===== src/rtl/gate_pkg.sv =====
// Shared opcode definitions and helpers for the reduction gate pipeline.
// Opcodes map onto one of three base reductions, optionally inverted.
package gate_pkg;

  localparam logic [2:0] OP_AND  = 3'd0;
  localparam logic [2:0] OP_OR   = 3'd1;
  localparam logic [2:0] OP_XOR  = 3'd2;
  localparam logic [2:0] OP_NAND = 3'd3;
  localparam logic [2:0] OP_NOR  = 3'd4;
  localparam logic [2:0] OP_XNOR = 3'd5;

  typedef enum logic [1:0] {
    CLS_AND = 2'd0,
    CLS_OR  = 2'd1,
    CLS_XOR = 2'd2
  } base_cls_e;

  function automatic logic is_reserved_op(input logic [2:0] op);
    return (op > OP_XNOR);
  endfunction

  function automatic base_cls_e base_sel(input logic [2:0] op);
    case (op)
      OP_AND, OP_NAND: return CLS_AND;
      OP_OR,  OP_NOR:  return CLS_OR;
      OP_XOR, OP_XNOR: return CLS_XOR;
      default:         return CLS_AND;
    endcase
  endfunction

  function automatic logic is_inverted_op(input logic [2:0] op);
    return (op == OP_NAND) || (op == OP_NOR) || (op == OP_XNOR);
  endfunction

  function automatic logic base_combine(input base_cls_e cls, input logic a, input logic b);
    case (cls)
      CLS_AND: return a & b;
      CLS_OR:  return a | b;
      CLS_XOR: return a ^ b;
      default: return 1'b0;
    endcase
  endfunction

endpackage


===== src/rtl/reduce_half.sv =====
// Combinational base reduction of one half of the operand.
module reduce_half
  import gate_pkg::*;
#(
  parameter int W = 4
) (
  input  logic [W-1:0] bits,
  input  base_cls_e    cls,
  output logic         y
);

  always_comb begin
    y = 1'b0;
    case (cls)
      CLS_AND: y = &bits;
      CLS_OR:  y = |bits;
      CLS_XOR: y = ^bits;
      default: y = 1'b0;
    endcase
  end

endmodule


===== src/rtl/reduce_gate_pipe.sv =====
// Two-stage valid/ready pipelined N-input reduction gate with a wrapping
// count of consumed results.
module reduce_gate_pipe
  import gate_pkg::*;
#(
  parameter int WIDTH = 8,
  parameter int CNT_W = 8
) (
  input  logic             clk,
  input  logic             reset,
  input  logic             in_valid,
  output logic             in_ready,
  input  logic [2:0]       in_op,
  input  logic [WIDTH-1:0] in_a,
  output logic             out_valid,
  input  logic             out_ready,
  output logic             out_y,
  output logic             out_op_err,
  output logic [CNT_W-1:0] result_count
);

  localparam int LO_W = WIDTH / 2;
  localparam int HI_W = WIDTH - LO_W;

  logic             s1_valid_q, s1_valid_d;
  logic [2:0]       op_q, op_d;
  logic             p_lo_q, p_lo_d;
  logic             p_hi_q, p_hi_d;
  logic             out_valid_q, out_valid_d;
  logic             out_y_q, out_y_d;
  logic             out_op_err_q, out_op_err_d;
  logic [CNT_W-1:0] count_q, count_d;

  logic      s2_adv, s1_adv, consume;
  logic      r_lo, r_hi;
  base_cls_e in_cls, s1_cls;

  assign s2_adv  = ~out_valid_q | out_ready;
  assign s1_adv  = ~s1_valid_q | s2_adv;
  assign consume = out_valid_q & out_ready;
  assign in_cls  = base_sel(in_op);
  assign s1_cls  = base_sel(op_q);

  reduce_half #(.W(LO_W)) u_lo (
    .bits (in_a[LO_W-1:0]),
    .cls  (in_cls),
    .y    (r_lo)
  );

  reduce_half #(.W(HI_W)) u_hi (
    .bits (in_a[WIDTH-1:LO_W]),
    .cls  (in_cls),
    .y    (r_hi)
  );

  always_comb begin
    s1_valid_d   = s1_valid_q;
    op_d         = op_q;
    p_lo_d       = p_lo_q;
    p_hi_d       = p_hi_q;
    out_valid_d  = out_valid_q;
    out_y_d      = out_y_q;
    out_op_err_d = out_op_err_q;
    count_d      = count_q + {{(CNT_W-1){1'b0}}, consume};

    if (s1_adv) begin
      s1_valid_d = in_valid;
      op_d       = in_op;
      p_lo_d     = r_lo;
      p_hi_d     = r_hi;
    end

    // Reserved opcodes force a zero result and flag the error alongside it.
    if (s2_adv) begin
      out_valid_d  = s1_valid_q;
      out_op_err_d = is_reserved_op(op_q);
      out_y_d      = is_reserved_op(op_q) ? 1'b0
                   : (base_combine(s1_cls, p_lo_q, p_hi_q) ^ is_inverted_op(op_q));
    end
  end

  always_ff @(posedge clk) begin
    if (reset) begin
      s1_valid_q   <= 1'b0;
      op_q         <= 3'd0;
      p_lo_q       <= 1'b0;
      p_hi_q       <= 1'b0;
      out_valid_q  <= 1'b0;
      out_y_q      <= 1'b0;
      out_op_err_q <= 1'b0;
      count_q      <= '0;
    end else begin
      s1_valid_q   <= s1_valid_d;
      op_q         <= op_d;
      p_lo_q       <= p_lo_d;
      p_hi_q       <= p_hi_d;
      out_valid_q  <= out_valid_d;
      out_y_q      <= out_y_d;
      out_op_err_q <= out_op_err_d;
      count_q      <= count_d;
    end
  end

  assign in_ready     = s1_adv;
  assign out_valid    = out_valid_q;
  assign out_y        = out_y_q;
  assign out_op_err   = out_op_err_q;
  assign result_count = count_q;

endmodule


===== config.mk =====
export PLATFORM = sky130hd
export DESIGN_NAME = reduce_gate_pipe
export DESIGN_NICKNAME = d
export VERILOG_FILES = /design/src/rtl/gate_pkg.sv /design/src/rtl/reduce_half.sv /design/src/rtl/reduce_gate_pipe.sv
export SDC_FILE = /design/constraint.sdc
export NUM_CORES = 1
export LEC_CHECK = 0
export BUFFER_PORTS_ARGS = -buffer_cell sky130_fd_sc_hd__buf_2
export CAP_MARGIN = 40
export CORE_MARGIN = 5
export CORE_UTILIZATION = 45
export DETAILED_ROUTE_END_ITERATION = 7
export PLACE_DENSITY = 0.8
export SLEW_MARGIN = 20
export SYNTH_ARGS = -nofsm -noshare
export SYNTH_HDL_FRONTEND = slang
export SYNTH_SLANG_ARGS = --single-unit

===== constraint.sdc =====
create_clock -name clk -period 3.6 [get_ports clk]
set_clock_uncertainty 0.05 [all_clocks]
set_input_delay 0.36 -clock clk [delete_from_list [all_inputs] [get_ports clk]]
set_output_delay 0.36 -clock clk [all_outputs]
set_load 0.02 [all_outputs]

After elaboration in Yosys (flattened, before gate mapping)
Cells that the tools add are included.
{"block": "classes", "eq_ne": 13, "addsub": 1, "n_lt_le_gt_ge": 1, "n_reduce_logical": 14, "n_bitwise": 9, "n_mux": 7}
{"op": "$eq A3 B3 Y1 const B", "count": 4}
{"op": "$eq A3 B2 Y1 const B", "count": 3}
{"op": "$pmux W1 S3", "count": 3}
{"op": "$add A8 B1 Y8", "count": 1}
{"op": "$pmux W2 S2", "count": 2}
{"op": "$reduce_and A4 Y1", "count": 2}
{"op": "$reduce_or A2 Y1", "count": 4}
{"op": "$reduce_or A4 Y1", "count": 2}
{"op": "$reduce_xor A4 Y1", "count": 2}
{"op": "$eq A3 B1 Y1 const B", "count": 2}
{"op": "$eq A2 B1 Y1 const B", "count": 2}
{"op": "$eq A2 B2 Y1 const B", "count": 2}
{"op": "$logic_not A2 Y1", "count": 2}
{"op": "$gt A3 B3 Y1 const B", "count": 1}
{"op": "$or A1 B1 Y1", "count": 3}
{"op": "$and A1 B1 Y1", "count": 2}
{"op": "$logic_or A1 B1 Y1", "count": 2}
{"op": "$mux W1", "count": 2}
{"op": "$not A1 Y1", "count": 2}
{"op": "$xor A1 B1 Y1", "count": 2}
{"block": "totals", "word_cells": 53, "out_inout_bits": 12, "regBits": 17}

Longest topological paths before layout
Gate-level depths: netlist of the first run.
{"block": "logic_depth", "depth_word": 8, "depth_mapped": 6, "depth_no_buf": 6}

By module
Synthesis of the first run repeated with hierarchy kept, for this count alone.
{"block": "unflattened", "hier_cells": 117, "hier_area_um2": 987.2}
{"mod": "reduce_gate_pipe", "cells_per_inst": 87, "area_each_um2": 774.5, "n_inst": 1, "seq_area_each_um2": 340.3}
{"mod": "reduce_half", "cells_per_inst": 15, "area_each_um2": 106.4, "n_inst": 2, "seq_area_each_um2": 0.0}

Least setup slack after synthesis of the first run
No wires, ideal clock.
{"block": "synth_timing", "path_type": "flip-flop to output port", "from": "reg out_valid_q, in the netlist out_valid", "to": "out in_ready", "stages_incl_launch_ff": 4, "path_slack_ns": 2.131, "t_arrival_ns": 1.059, "cell_sequence": "dfxtp_1 -> nor2b_1 -> clkbuf_1 -> nand2_1"}
{"block": "synth_between", "elab_chain_cells": 3}
{"element": "start: declaration", "line": "reduce_gate_pipe.sv:29", "source": "logic out_valid_q, out_valid_d;"}
{"element": "start signal: assignment", "line": "reduce_gate_pipe.sv:97", "source": "out_valid_q <= out_valid_d;"}
{"element": "$not A1 Y1", "line": "reduce_gate_pipe.sv:38", "source": "assign s2_adv = ~out_valid_q | out_ready;"}
{"element": "$or A1 B1 Y1", "line": "reduce_gate_pipe.sv:38"}
{"element": "$or A1 B1 Y1", "line": "reduce_gate_pipe.sv:39", "source": "assign s1_adv = ~s1_valid_q | s2_adv;"}
{"element": "end: declaration", "line": "reduce_gate_pipe.sv:12", "source": "output logic in_ready,"}
No other way between the ends.

Worst setup path after layout of the first run
Same ends and word-level chain as after synthesis.

==> results of run 1 <==
## metrics by stage
step                      total power [W]  cells  hold slack, ps  util (%)  setup WS [ps]
after detailed placement         0.000265    160             424      55.0           1910
final                            0.000359    164             233      56.3           1680
after global placement           0.000262    160             387      55.0           1920
after floorplan                  0.000244    110             427         -           2130
after CTS                        0.000363    164             231      56.3           1680
after global routing             0.000379    164             242      56.3           1530
## logic make-up after synthesis
| kind of cell | Yosys count | share of synthesized area, % |
|---|---|---|
| AOI/OAI and AO/OA | 17 | 12.1 |
| xor gates and xnor gates | 10 | 9.35 |
| adders and majority gates | 12 | 16.0 |
| buffers and inverters | 14 | 5.61 |
| DFF | 17 | 36.3 |
| and+or+nand+nor | 40 | 20.6 |
## registers in the layout, indices dropped and copies added, names as in the netlist
signal        count
s1_valid_q        1
out_valid         1
result_count      8
p_lo_q            1
op_q              3
out_op_err        1
p_hi_q            1
out_y             1
## worst max-delay path, stage by stage (launching register included)
cell	delay, ps
sky130_fd_sc_hd__dfxtp_1	370
sky130_fd_sc_hd__nor2b_1	380
sky130_fd_sc_hd__nand2_1	250
sky130_fd_sc_hd__buf_2	230
## cell type report
class / count / area, sq um
timing repair buffer: 26 / 130
inverter: 11 / 41.3
clock buffer: 4 / 26.3
multi-input combinational: 79 / 544
tap: 27 / 33.8
fill: 198 / 866
sequential: 17 / 340
## placed cells by master (no fill, tap or decap), drive strengths merged, types with 3 or more instances in the layout
| cell | instances |
|---|---|
| clkbuf | 4 |
| dfxtp | 17 |
| buf | 26 |
| nand2 | 7 |
| a21oi | 7 |
| inv | 11 |
| nor2 | 13 |
| a211oi | 4 |
| xnor2 | 5 |
| ha | 12 |
| xor2 | 5 |
| nor2b | 5 |
| a311oi | 3 |
| nand3 | 8 |
## routing by layer
metal	share of wire [%]	up-vias	wire, um
li1	-	428	-
met1	42	370	740
met2	49	28	854
met3	7.4	4	130
met4	2.0	0	36
met5	0	-	0
## final timing paths
path	startpoint	end	slack (ps)
setup reg to reg	p_lo_q	out_y	2080
hold reg to reg	out_op_err	out_op_err	420
setup / recovery	out_valid	in_ready	1680
hold / removal	in_valid	s1_valid_q	230
## where the power goes
group	leakage (nW)	switching, W	total (W)	internal, W
sequential	0.139	0.00000651	0.000202	0.000195
combinational	0.398	0.0000306	0.0000576	0.0000270
clock	0.0150	0.0000564	0.0000995	0.0000430
total	0.552	0.0000935	0.000359	0.000265
==> reports/results.txt, run 1 <==
Setup repair after global routing left no endpoint under its margin. The number of distinct standard cells referenced by the synthesized netlist is 22. Cell at the root of the clock tree: sky130_fd_sc_hd__clkbuf_4. Using the TritonRoute via totals, the vias-per-cell ratio works out to 5.06. The highest achievable clock rate is 521 MHz, and the number of enable-type register cells in the synthesized netlist is 0.

In this run the worst path has a maximum fanout of 8. The post-synthesis register bit count came out at 17. For this run, global-route usage on met3 was measured as 1.86%. Measured along the y axis, the die boundary spans 55.6 um.

The die covers 3100 sq um. Of the post-synthesis cell area, the dominant cell type holds 36.3%. The setup TNS was 0 ps; the post-layout minimum cycle time was 1920 ps. Main flop type after synthesis: sky130_fd_sc_hd__dfxtp_1. In this run the static leakage power is 0.552 nW. After clock tree synthesis, the clock-pin slew on the worst setup and hold paths is 90 ps. The tools report the total clock sinks as 17. Worst reg-to-reg path cell count: 6. The number of nets still failing antenna checks after routing is 0. Once detailed placement completed, the half-perimeter wirelength came to 1.42 mm. The path class of the tightest hold or removal check is input port to register. The required arrival time at the worst endpoint is 3190 ps. The sequential share of the synthesized area was 36.3%; the fraction of final layout cells with drive strength greater than 1 was 21.2%. The critical path is of the register to output pin type. For the number of endpoints with negative hold slack in the final report, the log shows 0.

The run gives 280 ps as the worst-skew pair later-pin latency. TritonCTS built the clock tree. The run gives 13.9% as the met1 usage in global routing. Ranked by instance count, the synthesized netlist is headed by 17 x sky130_fd_sc_hd__dfxtp_1, 13 x sky130_fd_sc_hd__nor2_1, 12 x sky130_fd_sc_hd__ha_1. Yosys attributes the largest share of cell area to sky130_fd_sc_hd__dfxtp_1 36%, sky130_fd_sc_hd__ha_1 16%, sky130_fd_sc_hd__nor2_1 5.2%, sky130_fd_sc_hd__xnor2_1 4.7%, sky130_fd_sc_hd__xor2_1 4.7%. The floorplan has 16 rows. For the all-layer global routing usage, the log shows 12.0%. The logs give 1120 sq um for the final instance area and 3 for the number of CTS-inserted buffers. The total placed instance area was 1090 sq um; the detailed-router iteration count before antenna repair was 4.

In the routed design, unresolved DRC markers number 0. The first global-routing pass estimated 3.06 mm of wire. The top cell type by total area after synthesis was sky130_fd_sc_hd__dfxtp_1.

For this block, the initial DRC count from the detailed router was 14. Dividing the detail-routed wire length by the instance count gives 10.7 um. The layout-stage area growth over the synthesis result is 19.1%, and the power per cell area is 322 nW/um^2.

The startpoint kind of the worst setup timing path is a register. Buffers placed on the I/O ports in this run total 26. Setup violations remaining at the end of the flow were counted as 0.

The number of buffers on the longest clock path is 2. The total of warnings raised by yosys came out at 0. The core area is 1980 sq um. The count of cells along the worst hold path is 3, and the number of global-route vias before repair is 775. The tools report the arrival time at the worst endpoint as 1510 ps.

The most used routing layer is met2. After global routing the overflow that remains totals 0. Entering global routing, the biggest net connects 18 pins.

The number of antenna violations at the first check in global routing was 0; the count of vias placed by the detailed router was 830. Routability-driven placement finished with a final weighted congestion of 0.756. Once the floorplan was initialized, standard cells occupied 47.3% of the core. The synthesized netlist net count was 137.

Worst ir drop on vdd: 0.000146 V. At the pin with the least slew margin, the transition time is 404 ps. The worst setup path is captured at an output pin.

In the synthesized netlist the async set-or-reset flop fraction comes to 0%. The logs give 0 for the final max-slew violation count and 73.0% for the tightest slew margin relative to the limit. The tools report the final wirelength as 1.76 mm. For the synthesized cell area, the log shows 937 sq um. The logs give 1 for the H-tree level count and 21.5% for the met2 usage in global routing. 0 antenna diodes ended up in the layout. The ratio of final minimum period to clock period came out at 53.3%. The run finished with clean final reports. The number of maximum-capacitance constraint violations is 0, and the count of hold buffers inserted by post-cts repair is 0. The cell count after synthesis came out at 110. The run gives 165 as the final net count. The number of gates given a new drive strength after cts is 0. Die outline width: 55.6 um. Library cell with the highest instance count after synthesis: sky130_fd_sc_hd__dfxtp_1. Averaged over all synthesized cells, the footprint is 8.52 sq um. The post-CTS setup repair buffer count came out at 0. Pin placement for this block handled 27 I/O pins.
Note: power is estimated with default switching activity, not from simulation.
==> inputs of run 2 (changes only) <==
==> constraint.sdc (replaced) <==
create_clock -name clk -period 1.8 [get_ports clk]
set_clock_uncertainty 0.05 [all_clocks]
set_input_delay 0.18 -clock clk [delete_from_list [all_inputs] [get_ports clk]]
set_output_delay 0.18 -clock clk [all_outputs]
set_load 0.02 [all_outputs]
==> reports/results.txt, run 2 (synthesis results as in run 1) <==
The total power came out at 0.000728 W (+100%). The HPWL after detailed placement was 1.39 mm (-2.0%); the initial DRC count was 17 (+3). The tools report the final max-slew violation count as 0 (unchanged). The area growth from synthesis to layout is 20.0%. The final net count was 166 (+0.61%). The all-layer global routing usage is 11.5% (-0.41 points), and the tightest slew margin relative to the limit is 80.8% (+7.8 points). The startpoint kind of the worst setup timing path was a register. The leakage dissipation came out at 0.560 nW (+1.5%). The run gives 0 (unchanged) as the count of hold buffers inserted by post-cts repair. The tools report the final count of negative-setup-slack endpoints as 0 (unchanged). The endpoint class of the critical path is a register. Core area: 1980 sq um (unchanged).

The tools report the post-CTS setup repair buffer count as 0 (unchanged). The worst-skew pair later-pin latency is 300 ps (+20 ps), and the maximum number of pins on one net before global-route repair is 18 (unchanged). The total clock sinks came out at 17 (unchanged). Number of maximum-capacitance constraint violations: 0 (unchanged).

Based on the critical path, the design can be clocked at up to 653 MHz. For the arrival time at the worst endpoint, the log shows 1700 ps (+190 ps). The number of CTS-inserted buffers came out at 3 (unchanged). The path type of the worst setup path is register to register. The power per cell area was 647 nW/um^2 (+100%).

The number of gates given a new drive strength after cts came out at 0 (unchanged). The die outline width is 55.6 um (unchanged), and the post-route DRC violation count is 0 (unchanged). Leaving out fill and tap cells, the most frequent cells in the layout are 26 x sky130_fd_sc_hd__buf_2, 17 x sky130_fd_sc_hd__dfxtp_1, 13 x sky130_fd_sc_hd__nor2_1.

The final wirelength is 1.69 mm (-4.1%). The run gives 824 (-0.72%) as the count of vias placed by the detailed router. The average wire per cell in the routed design works out to 10.2 um (-4.7%). Setup repair after global routing left no endpoint under its margin. The run gives 4 (unchanged) as the detailed-router iteration count before antenna repair.

Leaving out fill and tap cells, the most frequent cell in the layout is sky130_fd_sc_hd__buf_2. The post-detailed-route via-to-cell ratio is 4.99 (-1.3%). The required arrival time at the worst endpoint is 1960 ps (-1230 ps), and the wire length of the first global-routing pass is 2.93 mm (-4.1%). The number of port buffers was 26 (unchanged). TritonCTS built the clock tree. The worst path in the final design needs a cycle of 1530 ps, including I/O delays and setup. Fraction of final layout cells with drive strength greater than 1: 22.5% (+1.3 points). The number of endpoints with negative hold slack in the final report is 0 (unchanged), and the floorplan row count is 16 (unchanged). The run finished with clean final reports. The H-tree level count is 1 (unchanged), and the share of the core filled with cells in the final layout is 56.8% (+0.44 points).

For the number of nets still failing antenna checks after routing, the log shows 0 (unchanged). The worst-path maximum fanout works out to 3 (-5). The tools report the number of ports placed on the die boundary as 27 (unchanged). The run gives 3100 sq um (unchanged) as the full die area. The slew of the pin with the lowest slew margin was 289 ps (-116 ps). Effective utilization at floorplan: 47.3% (unchanged). The tools report the cell at the root of the clock tree as sky130_fd_sc_hd__clkbuf_4.

The ratio of final minimum period to clock period works out to 85.1%. The die boundary height was 55.6 um (unchanged). Post-CTS clock slew at the launch and capture registers of the worst setup and hold paths: 100 ps (about the same). The flip-flop count of the largest register after layout came out at 8 (unchanged).

For the final weighted congestion in routability-driven placement, the log shows 0.794 (+5.0%). The logs give 0.000255 V (+75%) for the worst ir drop on vdd and 0 ps (unchanged) for the setup TNS. The number of antenna violations at the first check in global routing was 0 (unchanged); the number of buffers on the longest clock path was 2 (unchanged). The min-delay analysis places its worst path in the category input port to register.

The logs give 38.4 ps (-194 ps) for the minimum hold slack and 0 (unchanged) for the antenna cell count. The logs give 743 (-4.1%) for the number of global-route vias before repair and 0 (unchanged) for the remaining global-route overflow.
run 2: final cells by class:
class                           instances  area [sq um]
Timing Repair Buffer                   27           138
Clock inverter                          1          5.00
Fill cell                             188           857
Clock buffer                            3          22.5
Inverter                               11          41.3
Tap cell                               27          33.8
Multi-Input combinational cell         79           544
Sequential cell                        17           340
run 2: routing by layer:
metal	track usage [%]	routed length [um]	vias up
met4	8.33	49	0
met3	2.32	132	5
met5	0	0	-
met1	14.1	742	365
li1	-	-	424
met2	17.9	762	30
run 2: power by group:
| group | leakage (nW) | switching, W | internal (W) |
|---|---|---|---|
| Combinational | 0.403 | 0.0000611 | 0.0000556 |
| Clock | 0.0177 | 0.000125 | 0.0000828 |
| Sequential | 0.139 | 0.0000121 | 0.000391 |
| Total | 0.560 | 0.000199 | 0.000529 |
run 2: worst max-delay path, cell delays in order (launching register included):
cell and delay [ps]:
sky130_fd_sc_hd__dfxtp_1 370, sky130_fd_sc_hd__inv_1 50, sky130_fd_sc_hd__ha_1 300, sky130_fd_sc_hd__nand2_1 70
sky130_fd_sc_hd__o21ai_0 80, sky130_fd_sc_hd__a211o_1 300, sky130_fd_sc_hd__a311oi_1 230
run 2: worst paths after layout:
check | start | cells after the start | slack [ps] | to
worst max register to register | p_lo_q | 6 | 270 | out_y
worst max-delay path | p_lo_q | 6 | 270 | out_y
worst min register to register | out_op_err | 2 | 410 | out_op_err
worst min-delay path | in_valid | 3 | 40 | s1_valid_q
run 2: metrics by stage:
stage | std cells | setup WS (ps) | cell area [sq um]
finish | 165 | 268 | 1120
global placement | 161 | 344 | 1100
global route | 165 | 99.2 | 1120
detailed placement | 161 | 284 | 1100
CTS | 165 | 255 | 1120
floorplan | 110 | 342 | 937
